### src/rtl/qed_dup_scheduler.sv
// Phase controller for the QED instruction-duplication cache: alternates original and
// duplicate phases, shadows the duplicate FIFO occupancy and stalls fetch around each switch.
module qed_dup_scheduler #(
  parameter int DEPTH      = 128,
  parameter int BATCH      = 32,
  parameter int IDLE_LIMIT = 64,
  parameter int SETTLE     = 4
) (
  input  logic                       clk,
  input  logic                       rst,
  input  logic                       qed_en,
  input  logic                       inst_ren,
  input  logic [63:0]                inst_raddr,
  input  logic [31:0]                instruction_in,
  output logic                       exec_dup,
  output logic                       fetch_hold,
  output logic [$clog2(DEPTH):0]     occupancy,
  output logic [15:0]                dup_phases,
  output logic                       busy
);

  localparam int OW = $clog2(DEPTH) + 1;
  localparam int IW = $clog2(IDLE_LIMIT + 1);
  localparam int SW = $clog2(SETTLE) + 1;

  localparam logic [OW-1:0] OCC_MAX    = OW'(DEPTH - 1);
  localparam logic [OW-1:0] OCC_BATCH  = OW'(BATCH);
  localparam logic [IW-1:0] IDLE_MAX   = IW'(IDLE_LIMIT);
  localparam logic [SW-1:0] SETTLE_END = SW'(SETTLE - 1);
  localparam logic [31:0]   NOP        = 32'h00000013;
  localparam logic [63:0]   RADDR_INIT = 64'hfffff;

  typedef enum logic [2:0] {
    IDLE     = 3'd0,
    ORIG     = 3'd1,
    SETTLE_O = 3'd2,
    DUP      = 3'd3,
    SETTLE_D = 3'd4
  } state_t;

  state_t        state_reg, state_next;
  logic [OW-1:0] occ_reg, occ_next;
  logic [IW-1:0] idle_reg, idle_next;
  logic [SW-1:0] settle_reg, settle_next;
  logic [63:0]   prev_raddr_reg;
  logic [15:0]   dup_phases_reg;
  logic          exec_dup_reg, fetch_hold_reg;

  logic new_fetch, insert_ev, delete_ev, settle_done, in_settle;

  // Events are qualified by the registered exec_dup, i.e. exactly what the cache sees this cycle.
  always_comb begin
    new_fetch = inst_ren && (inst_raddr != prev_raddr_reg);
    insert_ev = new_fetch && !exec_dup_reg && (instruction_in != NOP) && (occ_reg != OCC_MAX);
    delete_ev = new_fetch && exec_dup_reg && (occ_reg != '0);

    occ_next = occ_reg;
    if (insert_ev)
      occ_next = occ_reg + OW'(1);
    else if (delete_ev)
      occ_next = occ_reg - OW'(1);

    idle_next = idle_reg;
    if (insert_ev || occ_reg == '0)
      idle_next = '0;
    else if (idle_reg != IDLE_MAX)
      idle_next = idle_reg + IW'(1);
  end

  always_comb begin
    state_next  = state_reg;
    in_settle   = (state_reg == SETTLE_O) || (state_reg == SETTLE_D);
    settle_done = in_settle && (settle_reg == SETTLE_END);

    case (state_reg)
      IDLE: begin
        if (qed_en)
          state_next = ORIG;
      end
      ORIG: begin
        if (!qed_en && occ_reg == '0)
          state_next = IDLE;
        else if ((occ_next >= OCC_BATCH) ||
                 (idle_reg == IDLE_MAX && occ_reg != '0) ||
                 (!qed_en && occ_reg != '0))
          state_next = SETTLE_O;
      end
      SETTLE_O: begin
        if (settle_done)
          state_next = DUP;
      end
      DUP: begin
        if (occ_next == '0)
          state_next = SETTLE_D;
      end
      SETTLE_D: begin
        if (settle_done)
          state_next = qed_en ? ORIG : IDLE;
      end
      default: state_next = IDLE;
    endcase

    // Counter idles at 0 outside settle windows, so every window starts from 0.
    settle_next = (in_settle && !settle_done) ? settle_reg + SW'(1) : '0;
  end

  always_ff @(posedge clk) begin
    if (rst) begin
      state_reg      <= IDLE;
      occ_reg        <= '0;
      idle_reg       <= '0;
      settle_reg     <= '0;
      prev_raddr_reg <= RADDR_INIT;
      dup_phases_reg <= '0;
      exec_dup_reg   <= 1'b0;
      fetch_hold_reg <= 1'b0;
    end else begin
      state_reg      <= state_next;
      occ_reg        <= occ_next;
      idle_reg       <= idle_next;
      settle_reg     <= settle_next;
      if (inst_ren)
        prev_raddr_reg <= inst_raddr;
      if (state_reg == DUP && state_next == SETTLE_D && dup_phases_reg != 16'hFFFF)
        dup_phases_reg <= dup_phases_reg + 16'd1;
      exec_dup_reg   <= (state_next == DUP);
      fetch_hold_reg <= (state_next == SETTLE_O) || (state_next == SETTLE_D);
    end
  end

  assign exec_dup   = exec_dup_reg;
  assign fetch_hold = fetch_hold_reg;
  assign occupancy  = occ_reg;
  assign dup_phases = dup_phases_reg;
  assign busy       = (state_reg != IDLE);

endmodule
### config.mk
export PLATFORM = sky130hd
export DESIGN_NAME = qed_dup_scheduler
export DESIGN_NICKNAME = d
export VERILOG_FILES = /design/src/rtl/qed_dup_scheduler.sv
export SDC_FILE = /design/constraint.sdc
export NUM_CORES = 1
export LEC_CHECK = 0
export CORE_UTILIZATION = 51
export CTS_CLUSTER_DIAMETER = 50
export CTS_CLUSTER_SIZE = 30
export DETAILED_ROUTE_END_ITERATION = 12
export PLACE_DENSITY = 0.88
export SKIP_LAST_GASP = 1
export SYNTH_ARGS = -nofsm -noshare
export SYNTH_HDL_FRONTEND = slang
export SYNTH_SLANG_ARGS = --single-unit
export TNS_END_PERCENT = 1
### constraint.sdc
create_clock -name clk -period 4.1 [get_ports clk]
set_input_delay 1.23 -clock clk [delete_from_list [all_inputs] [get_ports clk]]
set_output_delay 1.23 -clock clk [all_outputs]
set_load 0.02 [all_outputs]
==> results of run 1 <==
what timing repair did:
action                                  4_1_cts  5_1_grt
setup buffers                                 0        0
gates resized for setup                       0        3
endpoints found under the setup margin        0       12
metal layers:
| layer | share of wire | track usage |
|---|---|---|
| met5 | 0 | 0 |
| met2 | 0.51 | 0.458 |
| met4 | 0.024 | 0.0833 |
| met3 | 0.057 | 0.0680 |
| met1 | 0.41 | 0.281 |
path summary, 6_finish.rpt:
path	endpoint	slack, ps	depth (start not counted)
setup / recovery	dup_phases[13]	240	13
hold / removal	settle_reg[0]	430	1
setup reg to reg	dup_phases[13]	620	12
hold reg to reg	settle_reg[0]	430	1
critical path, delay by kind of cell:
family	cells	cell delay, ps
and+or+nand+nor	6	1220
AOI/OAI and AO/OA	1	110
xor gates and xnor gates	1	150
buffers and inverters	4	1020
muxes	1	370
final cells by class:
class / instances / area share
tap: 136 / 0.0240
multi-input combinational: 463 / 0.454
sequential: 103 / 0.291
timing repair buffer: 141 / 0.196
inverter: 15 / 0.00794
clock buffer: 9 / 0.0175
clock inverter: 7 / 0.00936
placed cells by master (no fill, tap or decap), types with 9 or more instances in the layout:
cell type	Yosys	routed
sky130_fd_sc_hd__inv_1	14	14
sky130_fd_sc_hd__mux2i_1	65	65
sky130_fd_sc_hd__xnor2_1	72	72
sky130_fd_sc_hd__nor4_1	17	15
sky130_fd_sc_hd__nand4_1	31	31
sky130_fd_sc_hd__nor2b_1	13	13
sky130_fd_sc_hd__nor2_1	90	90
sky130_fd_sc_hd__dfxtp_1	103	103
sky130_fd_sc_hd__a21oi_1	12	12
sky130_fd_sc_hd__nand2_1	40	40
sky130_fd_sc_hd__clkbuf_8	0	9
sky130_fd_sc_hd__mux2_1	9	9
sky130_fd_sc_hd__nand3_1	11	11
sky130_fd_sc_hd__buf_4	4	14
sky130_fd_sc_hd__clkdlybuf4s50_1	0	124
power by group through the flow:
stage,combinational [mW],clock (mW),sequential [mW]
floorplan,0.258,0,1.10
global placement,0.427,0,1.10
detailed placement,0.439,0,1.11
CTS,0.442,0.627,1.09
global route,0.484,0.663,1.09
finish,0.444,0.613,1.09
logic make-up (layout without fill, tap and decap cells):
family,after synthesis,count (layout)
AND/OR/NAND/NOR,247,247
flip-flops,103,103
XOR/XNOR,76,76
multiplexers,74,74
AO/OA/AOI/OAI,58,58
buffers and inverters,46,172
adder cells (fa/ha/maj),8,8
==> out/qor.csv, run 1 <==
metric,value,unit
Worst Path Max Fanout,23,
element type at the critical path end,flop,
dominant cells by area after synthesis,"sky130_fd_sc_hd__dfxtp_1, sky130_fd_sc_hd__mux2i_1, sky130_fd_sc_hd__xnor2_1",
XOR/XNOR Fraction of Synth Area,0.122,
gr ovfl total,0,
highest cell delay on the worst timing path,500,ps
global-route wire length before repair,22700,um
final hold viol count,0,
initial antenna violation count,0,
start point of the worst min-delay path,settle_reg[0],
number of buffers between clock root and the deepest sink,2,
clock transition time at the flip-flop clock pins of the worst setup and hold paths,100,ps
net switching component of the power,0.624,mW
main combinational cell family by area after synthesis,simple AND/OR/NAND/NOR gates,
number of placement rows,37,
dpl cells,858,
setup repair after global routing missed its margin,false,
worst setup path startpoint,inst_raddr[7],
overall power,2.14,mW
number of synthesized flops with an enable pin,0,
share of synthesized flip-flops with an asynchronous set or reset,0,
clock network latency to the later pin of the worst-skew pair,370,ps
Slew HR,0.282,
number of buffers added by the clock tree synthesis step,9,
Hold Crit Class,flop to flop,
fill count,822,
final core occ,0.683,
post-route fraction of the period consumed by the critical path,0.942,
hpwl dp,10200,um
outcome,"finished, final reports clean",
portion of total power attributed to combinational logic,0.207,
yosys synthesis warning count,0,
count of distinct cell types in the synthesized netlist,63,
Critical Path Slowest Stage Cell,sky130_fd_sc_hd__clkdlybuf4s50_1,
weighted congestion reported at the end of routability-driven placement,0.822,
sequential share of the synthesized area,0.377,
Avg Vias per Cell,5.60,
area of the multi-input gates,3220,sq um
summed instance area of the synthesized netlist,5460,sq um
"antenna viol nets, final",0,
most repeated cell in the gate-level netlist after synthesis,sky130_fd_sc_hd__dfxtp_1,
average wire per cell in the routed design,15.5,um
final worst setup slack,238,ps
Post-Synthesis Net Count,720,
clock tree from TritonCTS,done,
Max H-tree Level,3,
Sequential Area,2060,sq um
Hold Buf Count CTS,0,
Clock Sink Count,103,
fraction of power consumed by sequential logic,0.507,
Syn Area/Cell,8.93,sq um
total inserted antenna cells,0,
total vias in the final route,4898,
final non-filler cell area,7090,sq um
Worst Setup Path Type,input port to flop,
Commonest cells post-synth,"sky130_fd_sc_hd__dfxtp_1, sky130_fd_sc_hd__nor2_1, sky130_fd_sc_hd__xnor2_1",
Placeable Area,10400,sq um
crit path DAT,4110,ps
maximum operating frequency,259,MHz
via count of the first global-routing pass,5023,
cell-by-cell listing of the critical path,clkdlybuf4s50_1 -> xnor2_1 -> nand4_1 -> nor4_4 -> buf_4 -> nand4_1 -> buf_4 -> nand3_1 -> and4b_1 -> o211ai_2 -> buf_12 -> nor4_1 -> mux2_1,
Layout area overhead,29.7,%
cell taking the most area after synthesis,sky130_fd_sc_hd__dfxtp_1,
number of max-cap violations,0,
post-layout net count,841,
fraction of the mapped netlist area in compound gates,0.0770,
Sw Share,0.291,
post-route insts no fill,874,
max reg flops,64,
"Min Clock Period, post-route",3860,ps
power per cell area,302,nW/um^2
final setup violation count,0,
worst clock skew,12.0,ps
placed cell areas,6880,sq um
pre-CTS worst setup slack,-242,ps
share of post-route cells with drive strength above 1,0.0569,
DR pass1 iterations,4,
# port buffers,126,
number of max-slew violations in the final report,0,
internal portion of total power,1.52,mW
primary flip-flop cell chosen by synthesis mapping,sky130_fd_sc_hd__dfxtp_1,
Total Negative Setup Slacks,0,ps
effective utilization at floorplan,0.527,
Die Outline Area,11100,sq um
worst slew pin tran,1080,ps
"share of synthesized cell area in and, or, nand and nor gates",0.230,
Reg2Reg Launch Point,occupancy[0],
DR iter-0 viols,193,
Cells after Synth,612,
clock share of power,0.286,
number of primary I/O pins,127,
type of element launching the critical path,input port,
critical path required time,4350,ps
routed wire length,13600,um
"share of synthesized cell area in full adder, half adder and majority cells",0.0183,
maximum vdd drop,0.245,mV
DRC violations left,0,
Total Routing Usage GR,0.251,
fraction of post-synthesis cell area in the top cell type by area,0.377,
buffer cell driving the clock tree root,sky130_fd_sc_hd__clkbuf_8,
proportion of synthesized area in mux cells,0.138,
smallest hold slack,433,ps
number of synthesized register bits,103,
die boundary width,105,um
Die Y-Extent,105,um
static power due to leakage,2.69,nW
maximum number of pins on one net before global-route repair,65,
(Power assumes the default switching activity.)
==> run 2, diff against run 1 <==
- HOLD_SLACK_MARGIN: default -> 0.08
==> results of run 2 <==
No change in the layout: final DEF, timing and power equal those of run 1.
==> run 3, diff against run 2 <==
- SKIP_CTS_REPAIR_TIMING: default -> 1
==> results of run 3 <==
No change in the layout: final DEF, timing and power equal those of run 1.
